`config.mk`:
```
export PLATFORM = sky130hd
export DESIGN_NAME = mdc_r2_stage
export DESIGN_NICKNAME = d
export VERILOG_FILES = /design/src/rtl/mdc_r2_stage.sv
export SDC_FILE = /design/constraint.sdc
export NUM_CORES = 1
export LEC_CHECK = 0
export ABC_AREA = 1
export BUFFER_PORTS_ARGS = -buffer_cell sky130_fd_sc_hd__buf_2
export CORE_UTILIZATION = 40
export DETAILED_ROUTE_END_ITERATION = 12
export SLEW_MARGIN = 20
export SYNTH_ARGS = -nofsm -noshare
export SYNTH_HDL_FRONTEND = slang
export SYNTH_SLANG_ARGS = --single-unit
```
`constraint.sdc`:
```
create_clock -name clk -period 9.2 [get_ports clk]
set_input_delay 0.92 -clock clk [delete_from_list [all_inputs] [get_ports clk]]
set_output_delay 0.92 -clock clk [all_outputs]
set_load 0.02 [all_outputs]
```
`src/rtl/mdc_r2_stage.sv`:
```
// Radix-2 DIF multi-path delay commutator stage: delay/commutate/delay, butterfly,
// then twiddle multiply on the difference path. Sequencing comes from an internal pair counter.
module mdc_r2_stage #(
    parameter int WIDTH = 9,
    parameter int DELAY = 2,
    parameter int TW_W  = 9,
    parameter int FRAC  = 7
) (
    input  logic                       clk,
    input  logic                       rst,
    input  logic                       in_valid,
    input  logic                       in_sync,
    input  logic                       scale_en,
    input  logic                       mul_en,
    input  logic signed [WIDTH-1:0]    in_up_re,
    input  logic signed [WIDTH-1:0]    in_up_im,
    input  logic signed [WIDTH-1:0]    in_lo_re,
    input  logic signed [WIDTH-1:0]    in_lo_im,
    output logic [$clog2(DELAY)-1:0]   tw_addr,
    input  logic signed [TW_W-1:0]     tw_re,
    input  logic signed [TW_W-1:0]     tw_im,
    output logic                       out_valid,
    output logic signed [WIDTH-1:0]    out_up_re,
    output logic signed [WIDTH-1:0]    out_up_im,
    output logic signed [WIDTH-1:0]    out_lo_re,
    output logic signed [WIDTH-1:0]    out_lo_im
);
    localparam int AW = $clog2(DELAY);
    localparam int CW = AW + 1;
    localparam int BW = WIDTH + 1;
    localparam int PW = WIDTH + TW_W + 2;
    localparam logic signed [BW-1:0] ONE_B = BW'(1);
    localparam logic signed [PW-1:0] RND   = PW'(1) << (FRAC - 1);

    function automatic logic signed [WIDTH-1:0] sat(input logic signed [PW-1:0] x);
        logic [PW-WIDTH:0] top;
        top = x[PW-1:WIDTH-1];
        if (top == '0 || top == '1) sat = x[WIDTH-1:0];
        else if (x[PW-1])           sat = {1'b1, {(WIDTH-1){1'b0}}};
        else                        sat = {1'b0, {(WIDTH-1){1'b1}}};
    endfunction

    // (t+1)>>>1 cannot overflow BW bits, so saturation happens only once at the end
    function automatic logic signed [WIDTH-1:0] bfly(input logic signed [WIDTH-1:0] x,
                                                     input logic signed [WIDTH-1:0] y,
                                                     input logic sub, input logic scale);
        logic signed [BW-1:0] t;
        t = sub ? (BW'(x) - BW'(y)) : (BW'(x) + BW'(y));
        if (scale) t = (t + ONE_B) >>> 1;
        bfly = sat(PW'(t));
    endfunction

    // index [1] = imaginary, [0] = real
    logic [DELAY-1:0][1:0][WIDTH-1:0] dl_lo_q, dl_lo_d, dl_up_q, dl_up_d;
    logic [CW-1:0]    cnt_q, cnt_d, cnt_eff;
    logic             primed_q, primed_d, primed_eff, sel;
    logic             out_valid_q, out_valid_d;
    logic [1:0][WIDTH-1:0] up_q, up_d, lo_q, lo_d;
    logic [1:0][WIDTH-1:0] in_up, in_lo, dl, com_up, com_l, a, s, d;
    logic signed [WIDTH-1:0] d_re, d_im;
    logic signed [PW-1:0]    pr, pi;

    always_comb begin
        cnt_eff    = in_sync ? '0 : cnt_q;
        sel        = cnt_eff[AW];
        tw_addr    = cnt_eff[AW-1:0];
        primed_eff = (primed_q & ~in_sync) | (cnt_eff == CW'(DELAY - 1));
        in_up      = {in_up_im, in_up_re};
        in_lo      = {in_lo_im, in_lo_re};
        dl         = dl_lo_q[DELAY-1];
        com_up     = sel ? dl : in_up;
        com_l      = sel ? in_up : dl;
        a          = dl_up_q[DELAY-1];
        for (int k = 0; k < 2; k++) begin
            s[k] = bfly(a[k], com_l[k], 1'b0, scale_en);
            d[k] = bfly(a[k], com_l[k], 1'b1, scale_en);
        end
        d_re = d[0];
        d_im = d[1];
        pr = PW'(d_re) * PW'(tw_re) - PW'(d_im) * PW'(tw_im) + RND;
        pi = PW'(d_re) * PW'(tw_im) + PW'(d_im) * PW'(tw_re) + RND;

        cnt_d       = cnt_q;
        primed_d    = primed_q;
        dl_lo_d     = dl_lo_q;
        dl_up_d     = dl_up_q;
        up_d        = up_q;
        lo_d        = lo_q;
        out_valid_d = 1'b0;
        if (in_valid) begin
            cnt_d       = cnt_eff + CW'(1);
            primed_d    = primed_eff;
            dl_lo_d     = {dl_lo_q[DELAY-2:0], in_lo};
            dl_up_d     = {dl_up_q[DELAY-2:0], com_up};
            out_valid_d = primed_eff;
            if (primed_eff) begin
                up_d = s;
                lo_d = mul_en ? {sat(pi >>> FRAC), sat(pr >>> FRAC)} : d;
            end
        end
    end

    always_ff @(posedge clk) begin
        if (rst) begin
            cnt_q       <= '0;
            primed_q    <= 1'b0;
            dl_lo_q     <= '0;
            dl_up_q     <= '0;
            up_q        <= '0;
            lo_q        <= '0;
            out_valid_q <= 1'b0;
        end else begin
            cnt_q       <= cnt_d;
            primed_q    <= primed_d;
            dl_lo_q     <= dl_lo_d;
            dl_up_q     <= dl_up_d;
            up_q        <= up_d;
            lo_q        <= lo_d;
            out_valid_q <= out_valid_d;
        end
    end

    assign out_valid = out_valid_q;
    assign out_up_re = up_q[0];
    assign out_up_im = up_q[1];
    assign out_lo_re = lo_q[0];
    assign out_lo_im = lo_q[1];
endmodule

```
* Yosys cells after proc, flatten, opt, wreduce, memory -nomap -nowiden *
Cells that the tools add are included.

operators by class
  $mul = 4
  $add $sub $neg = 13
  mux-type cells = 20
  bitwise gates (word level) = 4
  reductions and logical operators = 14
  eq/ne operators = 7

operators by type and width
  operator                 count
  $mux W9                  12
  $eq A12 B12 Y1 const B   6
  $logic_not A12 Y1        6
  $mul A9 B9 Y18           4
  $mux W18                 3
  $add A10 B2 Y10 const B  4
  $add A19 B8 Y20 const B  2
  $mux W10                 4
  $add A9 B9 Y10           2
  $sub A9 B9 Y10           2
  $add A18 B18 Y19         1
  $sub A18 B18 Y19         1
  $logic_or A1 B1 Y1       6
  $add A2 B1 Y2 const B    1
  $eq A2 B1 Y1 const B     1
  $mux W2                  1
  $not A1 Y1               2
  $reduce_and A2 Y1        1
  $reduce_or A2 Y1         1
  $and A1 B1 Y1            1
  $or A1 B1 Y1             1

word-level totals
  input port bits = 60
  bits in registers = 112
  output and inout bits = 38

* Longest topological paths before layout *
  word-level depth = 15
  depth in mapped cells = 52
  mapped depth without buffers = 50

* Worst setup path before layout *
No wires, ideal clock.

  path kind = input-to-reg
  start = input in_sync
  end = register lo_q (netlist bit out_lo_im[6])
  path buffers = 3
  required time = 9.060 ns
  arrival = 9.179 ns
  path slack = -0.119 ns
  cell stages on the path = 46
  cell sequence = inv_1 -> nand2_1 -> clkbuf_1 -> clkbuf_1 -> nand2_1 -> nand2_1 -> ha_1 -> fa_1 -> or2_1 -> nand2_1 -> o21ai_2 -> o31ai_1 -> xor2_1 -> inv_1 -> nand2_1 -> nor3_1 -> xor2_1 -> o21ai_0 -> (+10 left out) -> fa_1 -> fa_1 -> fa_1 -> fa_1 -> ha_1 -> nand2_1 -> o21a_1 -> o221a_2 -> nand2_2 -> nand2_1 -> nand3_1 -> nand2_1 -> nor2_1 -> nand2_1 -> a21oi_4 -> nand2_1 -> nand2_1 -> a21oi_2

between the ends
  longest elaborated chain between the ends = 15
  elaborated cells between the ends (all ways) = 33

RTL lines
  item                                                 line  source
  start: declaration                                   12    input logic in_sync,
  $mux W2                                              64    cnt_eff = in_sync ? '0 : cnt_q;
  $mux W18                                             72    com_l = sel ? in_up : dl;
  $sub A9 B9 Y10                                       48    t = sub ? (BW'(x) - BW'(y)) : (BW'(x) + BW'(y));
  $add A10 B2 Y10                                      49    if (scale) t = (t + ONE_B) >>> 1;
  $mux W10                                             49
  $eq A12 B12 Y1 or $logic_not A12 Y1 (tied branches)  38    if (top == '0 || top == '1) sat = x[WIDTH-1:0];
  $logic_or A1 B1 Y1                                   38
  $mux W9                                              38
  $mul A9 B9 Y18                                       81    pi = PW'(d_re) * PW'(tw_im) + PW'(d_im) * PW'(tw_re) + RND;
  $add A18 B18 Y19                                     81
  $add A19 B8 Y20                                      81
  $eq A12 B12 Y1 or $logic_not A12 Y1 (tied branches)  38
  $logic_or A1 B1 Y1                                   38
  $mux W9                                              38
  $mux W18                                             98    lo_d = mul_en ? {sat(pi >>> FRAC), sat(pr >>> FRAC)} : d;
  end signal: assignment                               118   lo_q <= lo_d;
  end: declaration                                     58    logic [1:0][WIDTH-1:0] up_q, up_d, lo_q, lo_d;

Several ways; a longest one is shown, not always the timed one.
A chain may end at the register's enable or synchronous reset.

* Final worst setup path *
  start = input in_sync
  end = register lo_q (netlist bit out_lo_re[7])

between the ends
  longest elaborated chain between the ends = 15
  elaborated cells between the ends (all ways) = 33

RTL lines
  item                                                 line  source
  $mux W2                                              64
  $mux W18                                             72
  $sub A9 B9 Y10                                       48
  $add A10 B2 Y10                                      49
  $mux W10                                             49
  $eq A12 B12 Y1 or $logic_not A12 Y1 (tied branches)  38
  $logic_or A1 B1 Y1                                   38
  $mux W9                                              38
  $mul A9 B9 Y18                                       80    pr = PW'(d_re) * PW'(tw_re) - PW'(d_im) * PW'(tw_im) + RND;
  $sub A18 B18 Y19                                     80
  $add A19 B8 Y20                                      80
  $eq A12 B12 Y1 or $logic_not A12 Y1 (tied branches)  38
  $logic_or A1 B1 Y1                                   38
  $mux W9                                              38
  $mux W18                                             98

Several ways; a longest one is shown, not always the timed one.

==> results by stage <==
Final layout:
- The share of post-route cells with drive strength above 1 is between 20% and 30%.
- The filler cell count in the final layout is 5031.
- Compared with the post-synthesis result, the final layout area differs by 21.0%.
- The layout net count is between 3000 and 4000.
- The final non-filler cell total is about 3700.

Placed design:
- At the end of routability-driven placement, the weighted congestion stood at around 0.90.
- The number of buffers added on ports is between 90 and 100.
- At the placement stage, the worst setup path has a slack of -512 ps.
- After legalization and detailed placement, the total HPWL measured just under 50000 µm.
- The number of cells in the design after placement is about 3600.

STA:
- The clock arrives with around 15 ps of skew.
- After layout, the worst setup slack is 338 ps.
- At the pin with the least slew margin, the transition time is roughly 980 ps.
- Based on the critical path, the design can be clocked at up to about 110 MHz.
- The hold slack is roughly 480 ps.
- The max-slew violation count is 0.
- The final critical delay including setup and external delays is just under 9000 ps.
- The ratio of final minimum period to clock period is between 90% and 100%.
- The max-slew headroom at the worst pin is 34.5%.
- The number of hold-slack violations in the final timing report came to 0.
- The post-route setup TNS is 0 ps.
- Setup repair after global routing could not meet its margin everywhere.
- The setup-violating endpoint count in the final report is 0.

Logic synthesis:
- The most used flip-flop cell after synthesis is sky130_fd_sc_hd__dfxtp_1.
- The post-synthesis average cell area is around 7.9 µm².
- The net count of the mapped netlist is around 3300.
- The unique cell type count in the Yosys netlist is 53.
- Yosys mapped a number of flops with a built-in enable equal to 0.
- The Yosys step of the flow raised 0 warnings.
- The share of the yosys chip area belonging to registers is a little over a tenth.
- The number of instances in the synthesized netlist is 2651.
- The synthesized netlist occupies a cell area of roughly 21000 µm².
- After synthesis the netlist holds a flip-flop and latch count of 112.
- The share of synthesized registers carrying an async set or reset is 0%.

Setup path:
- Together, buffers and inverters on the worst path number 8.
- The reg2reg setup slack is about 640 ps.
- The maximum fanout count along the critical path is 8.
- The critical setup path kind is input port to register.
- The worst stage delay on the critical path is about 600 ps.
- The worst setup path is launched from an input port.
- The cell type of the slowest stage on the worst timing path is sky130_fd_sc_hd__fa_1.
- The endpoint arrival time on the critical path is between 9000 and 10000 ps.
- Counting stages on the worst path, the most repeated cell is sky130_fd_sc_hd__nand2_1.
- The worst setup path is captured at a register.
- The kind of cell adding the most delay to the critical path is adder cells.
- The required time of the critical path is about 9500 ps.

Min path:
- The tightest min-delay check is of the register to register type.

Floorplan:
- The number of placement rows is 83.
- The die is 231 µm wide.
- For this configuration, the core starts out at a cell density of 40.6%.
- The floorplan step set the die height to between 200 and 250 µm.
- The floorplan step defined a core boundary enclosing around 52000 µm².
- The floorplan step defined a die boundary enclosing 53200 µm².
- The boundary pin count is 98.

Drt:
- The via-per-instance ratio is slightly below 5.
- The first detailed-routing pass took 6 iterations.
- The routed design uses slightly above 3000 µm of met3 wire.
- For this block, wires on met1 add up to 25600 µm.
- The count of unresolved DRC violations after routing is 0.
- The met2 wirelength from detailed routing is between 20000 and 30000 µm.
- The wire length per cell after detailed routing is 16.0 µm.
- The number of antenna-violating nets in the routed design is 0.
- After the first detailed-routing iteration, the DRC count stood at just over 900.
- The detailed router used layers up to and including met5.
- The routed via count is about 18000.
- The final wirelength is a little under 60000 µm.

Clocking:
- The clock tree from TritonCTS is built.
- The largest buffer count on any clock path is 2.
- Counting every sink on the clock net gives 112.
- In this run, post-CTS hold repair placed 0 buffers.
- Clock-pin slew was measured on the worst setup and hold paths at about 90 ps.
- The number of buffers added by the clock tree synthesis step is 9.
- The source-to-sink clock delay at the later pin of the worst-skew pair is 390 ps.
- The root cell of the clock tree is sky130_fd_sc_hd__clkbuf_16.
- The H-tree depth reported by CTS is 3.

Flow run:
- The number of violations of the max-capacitance limit is 0.

GRT:
- The global-route wire length before repair is 95700 µm.
- The number of global-route vias before repair is about 19000.
- The total congestion overflow is 0.
- The largest net degree at the start of global routing is 93.
- In the global route stage, overall resource usage came out at between 20% and 30%.
- The initial antenna violation count is 4.

Outcome:
- The run finished with clean final reports.
==> final timing paths <==
check | start | endpoint | depth (start not counted)
setup / recovery | in_sync | out_lo_re[7]$_SDFFE_PP0P_ | 48
hold / removal | out_lo_im[2]$_SDFFE_PP0P_ | out_lo_im[2]$_SDFFE_PP0P_ | 2
setup reg to reg | cnt_q[1]$_SDFFE_PP0P_ | out_lo_re[7]$_SDFFE_PP0P_ | 46
hold reg to reg | out_lo_im[2]$_SDFFE_PP0P_ | out_lo_im[2]$_SDFFE_PP0P_ | 2
==> timing repair <==
| action | CTS | global route |
|---|---|---|
| resized for setup | 18 | 185 |
| endpoints found under the setup margin | 16 | 18 |
| gates cloned | 0 | 0 |
| buffers inserted | 1 | 22 |
| pin swaps | 4 | 80 |
==> cells in the mapped netlist (32+ instances only) <==
| cell type | count | share of area, % |
|---|---|---|
| sky130_fd_sc_hd__clkbuf_1 | 82 | 1.5 |
| sky130_fd_sc_hd__nand2_2 | 32 | 0.96 |
| sky130_fd_sc_hd__nand2_1 | 425 | 7.6 |
| sky130_fd_sc_hd__o211ai_1 | 43 | 1.5 |
| sky130_fd_sc_hd__a21oi_1 | 103 | 2.5 |
| sky130_fd_sc_hd__ha_1 | 195 | 12 |
| sky130_fd_sc_hd__nand3_1 | 43 | 1.0 |
| sky130_fd_sc_hd__dfxtp_1 | 112 | 11 |
| sky130_fd_sc_hd__nor2_1 | 363 | 6.5 |
| sky130_fd_sc_hd__fa_1 | 366 | 35 |
| sky130_fd_sc_hd__xor2_1 | 46 | 1.9 |
| sky130_fd_sc_hd__o21ai_0 | 136 | 3.3 |
| sky130_fd_sc_hd__inv_1 | 526 | 9.4 |
==> worst reg2reg max path, delay by kind of cell (launching register included) <==
family          cells  cell delay, ps
buf+inv             6             570
compound gates      5             510
flops               1             370
xor+xnor            1             250
simple gates       24            2260
fa+ha+maj          10            4470
==> kinds of logic after synthesis <==
group	Yosys count	synth area share (%)
buf+inv	642	11.6
flops	112	10.7
fa+ha+maj	561	46.7
compound gates	343	9.72
xor+xnor	73	3.09
simple gates	920	18.2
==> metal layers <==
layer  track usage [%]  up-vias
li1                  -     8707
met1              29.4     8895
met2              39.0      395
met3              3.48       93
met4              6.48        2
met5                 0        -
==> layout by cell type, fill, tap and decap left out, drive strengths merged, types with 57 or more instances in the layout <==
cell type and instances:
inv 550, a21oi 122, o21ai 141, fa 366, dfxtp 112, nand3 57, nand2 459, ha 195
nor2 368, buf 406
==> area by class of cell <==
| cell class | instances | area (µm²) | share of cell area [%] |
|---|---|---|---|
| timing repair buffer | 406 | 2910 | 11.5 |
| clock buffer | 9 | 225 | 0.890 |
| antenna | 3 | 7.51 | 0.0297 |
| multi-input combinational | 1897 | 16900 | 66.7 |
| inverter | 553 | 2100 | 8.30 |
| tap | 680 | 851 | 3.36 |
| sequential | 112 | 2240 | 8.86 |
| clock inverter | 7 | 103 | 0.405 |
==> registers in the layout, indices dropped and copies added, names as in the netlist, 2 cells and up <==
register   flops
dl_up_q       18
a             18
cnt_q          2
out_lo_re      9
out_lo_im      9
out_up_im      9
out_up_re      9
dl            18
dl_lo_q       18
==> through the flow <==
stage / instance area, µm² / utilization (%)
detailed placement: 24100 / 46.8
CTS: 24500 / 47.5
global route: 25300 / 49.1
floorplan: 20900 / -
finish: 25300 / 49.1
global placement: 24100 / 46.8
Power is left out: the tool's default activity adds up to more than one toggle a clock period on the data nets, which glitch-free logic cannot reach.
